## config.mk

```make
export PLATFORM = sky130hd
export DESIGN_NAME = rr_grant_arbiter
export DESIGN_NICKNAME = d
export VERILOG_FILES = /design/src/rtl/rr_grant_arbiter.sv
export SDC_FILE = /design/constraint.sdc
export NUM_CORES = 1
export LEC_CHECK = 0
export CORE_ASPECT_RATIO = 0.7
export CORE_MARGIN = 2
export CORE_UTILIZATION = 48
export DETAILED_ROUTE_END_ITERATION = 7
export PLACE_DENSITY = 0.74
export REMOVE_ABC_BUFFERS = 1
export SYNTH_ARGS = -nofsm -noshare
export SYNTH_HDL_FRONTEND = slang
export SYNTH_SLANG_ARGS = --single-unit
```

## constraint.sdc

```tcl
create_clock -name clk -period 1.7 [get_ports clk]
set_input_delay 0.17 -clock clk [delete_from_list [all_inputs] [get_ports clk]]
set_output_delay 0.17 -clock clk [all_outputs]
set_load 0.005 [all_outputs]
```

## src/rtl/rr_grant_arbiter.sv

```systemverilog
// Round-robin arbiter with registered one-hot-or-zero grant, per-owner hold timeout and one idle cycle between grants.
// Latency: grant visible one edge after the request is seen; the only backpressure is the single-owner grant itself.
module rr_grant_arbiter #(
   parameter int N        = 4,
   parameter int MAX_HOLD = 8,
   parameter int IDW      = $clog2(N)
) (
   input  logic           clk,
   input  logic           rst,
   input  logic [N-1:0]   req,
   output logic [N-1:0]   gnt,
   output logic [IDW-1:0] gnt_id,
   output logic           busy,
   output logic           timeout
);

   localparam logic [0:0] ST_IDLE  = 1'b0;
   localparam logic [0:0] ST_GRANT = 1'b1;

   logic [0:0]     r_state;
   logic [IDW-1:0] r_ptr;
   logic [7:0]     r_hold_cnt;
   logic [N-1:0]   r_gnt;
   logic [IDW-1:0] r_gnt_id;
   logic           r_timeout;

   logic           w_sel_vld;
   logic [IDW-1:0] w_sel_idx;
   logic [IDW-1:0] w_next_ptr;
   logic           w_owner_req;
   logic           w_expired;

   function automatic logic [IDW-1:0] f_rot(input logic [IDW-1:0] base, input int k);
      int j;
      j = (int'(base) + k) % N;
      return IDW'(j);
   endfunction

   // Scan from the far end of the rotation so the slot closest to r_ptr wins.
   always_comb begin
      w_sel_vld = 1'b0;
      w_sel_idx = '0;
      for (int k = N - 1; k >= 0; k--) begin
         if (req[f_rot(r_ptr, k)]) begin
            w_sel_vld = 1'b1;
            w_sel_idx = f_rot(r_ptr, k);
         end
      end
   end

   assign w_next_ptr  = (int'(r_gnt_id) == N - 1) ? '0 : r_gnt_id + 1'b1;
   assign w_owner_req = req[r_gnt_id];
   assign w_expired   = (r_hold_cnt == 8'(MAX_HOLD - 1));

   always_ff @(posedge clk or posedge rst) begin
      if (rst) begin
         r_state    <= ST_IDLE;
         r_ptr      <= '0;
         r_hold_cnt <= '0;
         r_gnt      <= '0;
         r_gnt_id   <= '0;
         r_timeout  <= 1'b0;
      end else begin
         case (r_state)
            ST_IDLE: begin
               r_timeout <= 1'b0;
               if (w_sel_vld) begin
                  r_gnt      <= N'(1) << w_sel_idx;
                  r_gnt_id   <= w_sel_idx;
                  r_hold_cnt <= '0;
                  r_state    <= ST_GRANT;
               end
            end
            default: begin
               if (!w_owner_req || w_expired) begin
                  // Release takes precedence over expiry, so timeout only fires when req is still held.
                  r_gnt     <= '0;
                  r_gnt_id  <= '0;
                  r_ptr     <= w_next_ptr;
                  r_state   <= ST_IDLE;
                  r_timeout <= w_owner_req;
               end else begin
                  r_hold_cnt <= r_hold_cnt + 8'd1;
                  r_timeout  <= 1'b0;
               end
            end
         endcase
      end
   end

   assign gnt     = r_gnt;
   assign gnt_id  = r_gnt_id;
   assign busy    = |r_gnt;
   assign timeout = r_timeout;

endmodule
```

## Word-level counts from Yosys, hierarchy flattened

Index checks and enable logic that the tools add are counted.

- Shifts and indexed selects: 1
- $lt $le $gt $ge: 5
- Reductions and logical operators: 7
- Add/subtract/negate cells: 5
- Equal/unequal tests: 4
- Mux-type cells: 33

Operators by type and width:

| cell | number |
|---|---|
| two-way mux 8 bit | 3 |
| two-way mux 2 bit | 8 |
| < comparator 2 x 3 -> 1 bit, second input constant | 5 |
| two-way mux 1 bit | 14 |
| two-way mux 4 bit | 3 |
| binary-select mux 1 bit (select 2 bit) | 5 |
| adder 8 x 1 -> 8 bit, second input constant | 1 |
| == test 8 x 3 -> 1 bit, second input constant | 1 |
| AND reduction 2 bit | 3 |
| adder 2 x 1 -> 2 bit, second input constant | 2 |
| adder 2 bit, second input constant | 2 |
| OR reduction 4 bit | 1 |
| left shift 1 x 2 -> 4 bit, first input constant | 1 |
| == test 2 x 1 -> 1 bit, second input constant | 1 |
| != test 2 x 1 -> 1 bit, second input constant | 1 |
| != test 2 bit, second input constant | 1 |
| nonzero test 2 bit | 1 |
| zero test 1 bit | 1 |
| logical OR 1 bit | 1 |

- Bits of input ports: 6
- Register bits after elaboration: 18
- Output and inout port bits: 8
- Logic and storage cells: 61

## Depth between registers and ports, before layout

- Word-level depth: 10
- Depth in mapped cells: 6
- Depth with buffers taken out: 5

## Least setup slack after synthesis

Ideal clock, no wire load.

- Path kind: register -> register
- Start point: register r_hold_cnt[7]
- End point: register r_ptr[1]
- Cell stages (with the launch flop): 5
- Required time: 1.573 ns
- Buffers on the path: 0
- Slack: -0.169 ns
- Clock period less this slack: 1.869 ns
- Library setup time: 0.127 ns
- Arrival: 1.742 ns
- Cell sequence: dfrtp_1 > or4b_4 > nor4_4 > or2_4 > mux2_1

- Word-level cells in the longest chain between the ends: 3

RTL lines:

| element | line | RTL |
|---|---|---|
| start: declaration | 22 | `logic [7:0] r_hold_cnt;` |
| start signal: assignment | 83 | `r_hold_cnt <= r_hold_cnt + 8'd1;` |
| == test 8 x 3 -> 1 bit | 53 | `assign w_expired = (r_hold_cnt == 8'(MAX_HOLD - 1));` |
| logical OR 1 bit | 75 | `if (!w_owner_req \|\| w_expired) begin` |
| AND reduction 2 bit (no source line) | n/a |  |
| end signal: assignment | 79 | `r_ptr <= w_next_ptr;` |
| end: declaration | 21 | `logic [IDW-1:0] r_ptr;` |

Every way passes these cells.
A chain may end at the register's enable or synchronous reset.

## Worst setup path in the final report

- Start point: register r_hold_cnt[5]
- End point: register r_ptr[1]

The elaborated chain is that of the path after synthesis.

==> reports/metrics.cfg <==
[run_status]
status=complete, but fails checks
violations=setup timing

[power_and_ir_drop]
p_int_mw=1.45
p_per_area_nw_per_um2=1540
p_seq_share_pct=28.0
p_sw_uw=944
pwr-share-clk_pct=11.8
pwr-share-comb_pct=60.2
switching_share_pct=39.4
total_power_mw=2.40
ir_worst_vdd_mv=0.833
leakage_nw=0.684

[setup_path]
crit_path_max_fanout=3
cp_slowest_cell=or4b_4
r2r-end=r_ptr[1]
slowest_delay_ns=0.53
r2r_start=r_hold_cnt[5]
rr_worst_depth=4
r2r_slack_ns=-0.08
critPathKind=reg2reg
cp-end-kind=register
path_cells=or4b_4, nor4_4, or2_4, mux2_4
arrival_ns=1.98
startpoint_type=register
path_delay_family=simple AND/OR/NAND/NOR gates
endpoint=r_ptr[1]
crit_start=r_hold_cnt[5]
worst-path-stages=4
worst-path-buf-inv=0
worstPathRequired_ns=1.90

[yosys]
yosysWarnings=0
ys_seq_area_share_pct=43.5
synthAdderAreaFrac_pct=2.42
synth_xor_area_share_pct=0
synthMuxAreaShare_pct=5.20
synth_seq_cells=18
synth.distinct_cells=39
synth_top_family_by_area=simple AND/OR/NAND/NOR gates
synthSimpleGateAreaFrac_pct=24.9
synth-compound-area-share_pct=20.7
synth_cells=103
syn_avg_cell_area_um2=10.0
netlist_area_um2=1030

[grt]
grt_use_total_pct=25.0
grt-ovfl-total=0
antenna_found_initial=0
grt_pass1_vias=984
grt_max_degree=19
grt_pass1_wl_mm=4.70

[clock_tree]
holdBufCountCts=0
cts_buffer_depth=2
cts.sink_count=18
numCtsBuffers=3
htree_levels=1
tritoncts=done
clock-root-buffer=clkbuf_4
path_clk_slew_ns=0.12
insertion_delay_ns=0.31

[layout]
final_nets=155
areaGrowthSynthToFinish_pct=50.8
drive_gt1_share_pct=40.4
final_cell_area_um2=1560
fillCellCount=142
final_util_pct=74.8
antenna_cells=0

[die]
dieArea_um2=2550
die_y_um=42.8
initial_utilization_pct=49.6
rows=14
core_area_um2=2080
fp.dieW_um=59.5
io_pins=14

[sta]
grt_setup_unrepaired=true
worst_slew_pin_slew_ns=0.430
hold_viol=0
timing.fmax_mhz=560
report.final.slew_viol_count=0
setup_viol=6
setup_ws_ns=-0.0843
slew_headroom_pct=71.1
finalCritPeriodShare_pct=105
fin_crit_ns=1.78
hold_slack_ns=0.163
finClkSkew_ns=0.0104

[placement]
pre_cts_ws_ns=-0.217
io_buffers=13
hpwlAfterDp_mm=2.04
dpl_cell_area_um2=1360
place_congestion=0.830

[routing]
ant_nets=0
vias_per_cell=6.16
first_iter_violations=55
wirelength_mm=3.25
drc=0
wl_per_cell_um=19.1
firstDrtPassIters=6
vias=1048

[job]
maxCapViolations=0

[min_path]
hold_class=in2async

==> power by group through the flow <==
stage	clock [mW]	combinational [mW]	sequential [mW]
after CTS	0.281	1.26	0.652
after detailed placement	0	1.11	0.660
after global placement	0	1.07	0.648
final	0.282	1.44	0.672
after floorplan	0	0.525	0.668
after global routing	0.295	1.54	0.678
==> flip-flops by register name, summed over array words and instances (netlist names) <==
register    cells
gnt_id          2
r_ptr           2
r_state         1
gnt             4
r_hold_cnt      8
timeout         1
==> synth_stat cells <==
| library cell | count | area, µm² |
|---|---|---|
| or3_1 | 2 | 12.5 |
| o211ai_1 | 1 | 7.51 |
| clkbuf_2 | 1 | 5.00 |
| o311ai_0 | 1 | 8.76 |
| nand4_1 | 2 | 12.5 |
| a21oi_1 | 3 | 15.0 |
| nand2_1 | 13 | 48.8 |
| nand3_1 | 2 | 10.0 |
| o21ai_2 | 2 | 17.5 |
| dfrtp_1 | 18 | 450 |
| buf_6 | 1 | 11.3 |
| nor2b_1 | 1 | 6.26 |
| mux2i_1 | 2 | 20.0 |
| nand2b_1 | 2 | 12.5 |
| mux2_2 | 2 | 22.5 |
| o31ai_1 | 4 | 30.0 |
| o22a_1 | 1 | 8.76 |
| or2_4 | 1 | 8.76 |
| inv_1 | 2 | 7.51 |
| nor3_1 | 1 | 5.00 |
| or4b_1 | 1 | 10.0 |
| nor4_4 | 1 | 21.3 |
| o21ai_0 | 3 | 15.0 |
| o31a_1 | 1 | 8.76 |
| ha_1 | 2 | 25.0 |
| mux2_1 | 1 | 11.3 |
| buf_2 | 2 | 10.0 |
| nor2_1 | 4 | 15.0 |
| o22ai_1 | 4 | 25.0 |
| o32ai_1 | 4 | 35.0 |
| a21boi_0 | 2 | 15.0 |
| nand4b_1 | 1 | 8.76 |
| o21a_1 | 2 | 15.0 |
| or4_1 | 5 | 37.5 |
| nor4_1 | 2 | 12.5 |
| or4b_4 | 1 | 13.8 |
| or2b_1 | 3 | 22.5 |
| a21boi_1 | 1 | 7.51 |
| o21ai_1 | 1 | 5.00 |
==> cell type report <==
class                   instances  area [µm²]  share of cell area [%]
inverters                       2        7.51                   0.481
flip-flops and latches         18         450                    28.9
multi-input cells              79         668                    42.8
repair buffers                 43         368                    23.6
well taps                      24        30.0                    1.92
clock buffers                   4        36.3                    2.33
==> repair_timing <==
| action | 4_1_cts | 5_1_grt |
|---|---|---|
| pin swaps | 2 | 11 |
| resized for setup | 9 | 25 |
| gates cloned | 1 | 1 |
| buffers inserted | 4 | 2 |
| endpoints found under the setup margin | 15 | 17 |
==> cell families after synthesis <==
kind of cell | Yosys count
multiplexers | 5
AND/OR/NAND/NOR | 42
AO/OA/AOI/OAI | 30
flip-flops | 18
adder cells (fa/ha/maj) | 2
buffers and inverters | 6
==> cell usage in the layout, fill, tap and decap left out, types with 3 or more instances in the layout <==
cell type	synthesis	layout
a21oi_1	3	3
buf_4	0	25
buf_6	1	4
clkbuf_4	0	3
clkdlybuf4s50_1	0	12
dfrtp_1	18	18
nand2_1	13	12
nor2_1	4	4
o21ai_2	2	3
o32ai_2	0	4
or2b_1	3	3
or4_1	5	3
==> worst min-delay path: stages <==
cell and delay, ns:
clkdlybuf4s50_1 0.39, inv_1 0.05, buf_4 0.25
==> how the worst min path moves through the flow <==
stage	start	to	slack, ns	cells after the start
2_1_floorplan	rst	gnt[0]	0.11	1
3_3_place_gp	rst	r_hold_cnt[2]	0.50	3
3_5_place_dp	rst	gnt[3]	0.51	3
4_1_cts	rst	gnt_id[0]	0.16	3
5_1_grt	rst	r_state	0.19	3
6_report	rst	r_state	0.16	3
==> routing by layer <==
| layer | global-route usage [%] | wire (µm) | vias to the layer above |
|---|---|---|---|
| met4 | 8.00 | 58 | 0 |
| met5 | 0 | 0 | - |
| li1 | - | - | 482 |
| met3 | 6.40 | 112 | 10 |
| met2 | 38.7 | 1620 | 31 |
| met1 | 34.3 | 1460 | 525 |
==> through the flow <==
step	TNS, ns	std cells
final	-0.152	170
after global routing	-0.425	170
after CTS	-1.21	169
after detailed placement	-2.17	160
after global placement	-1.51	160
after floorplan	-2.29	99
No activity file was read; power rests on OpenSTA's default activity.
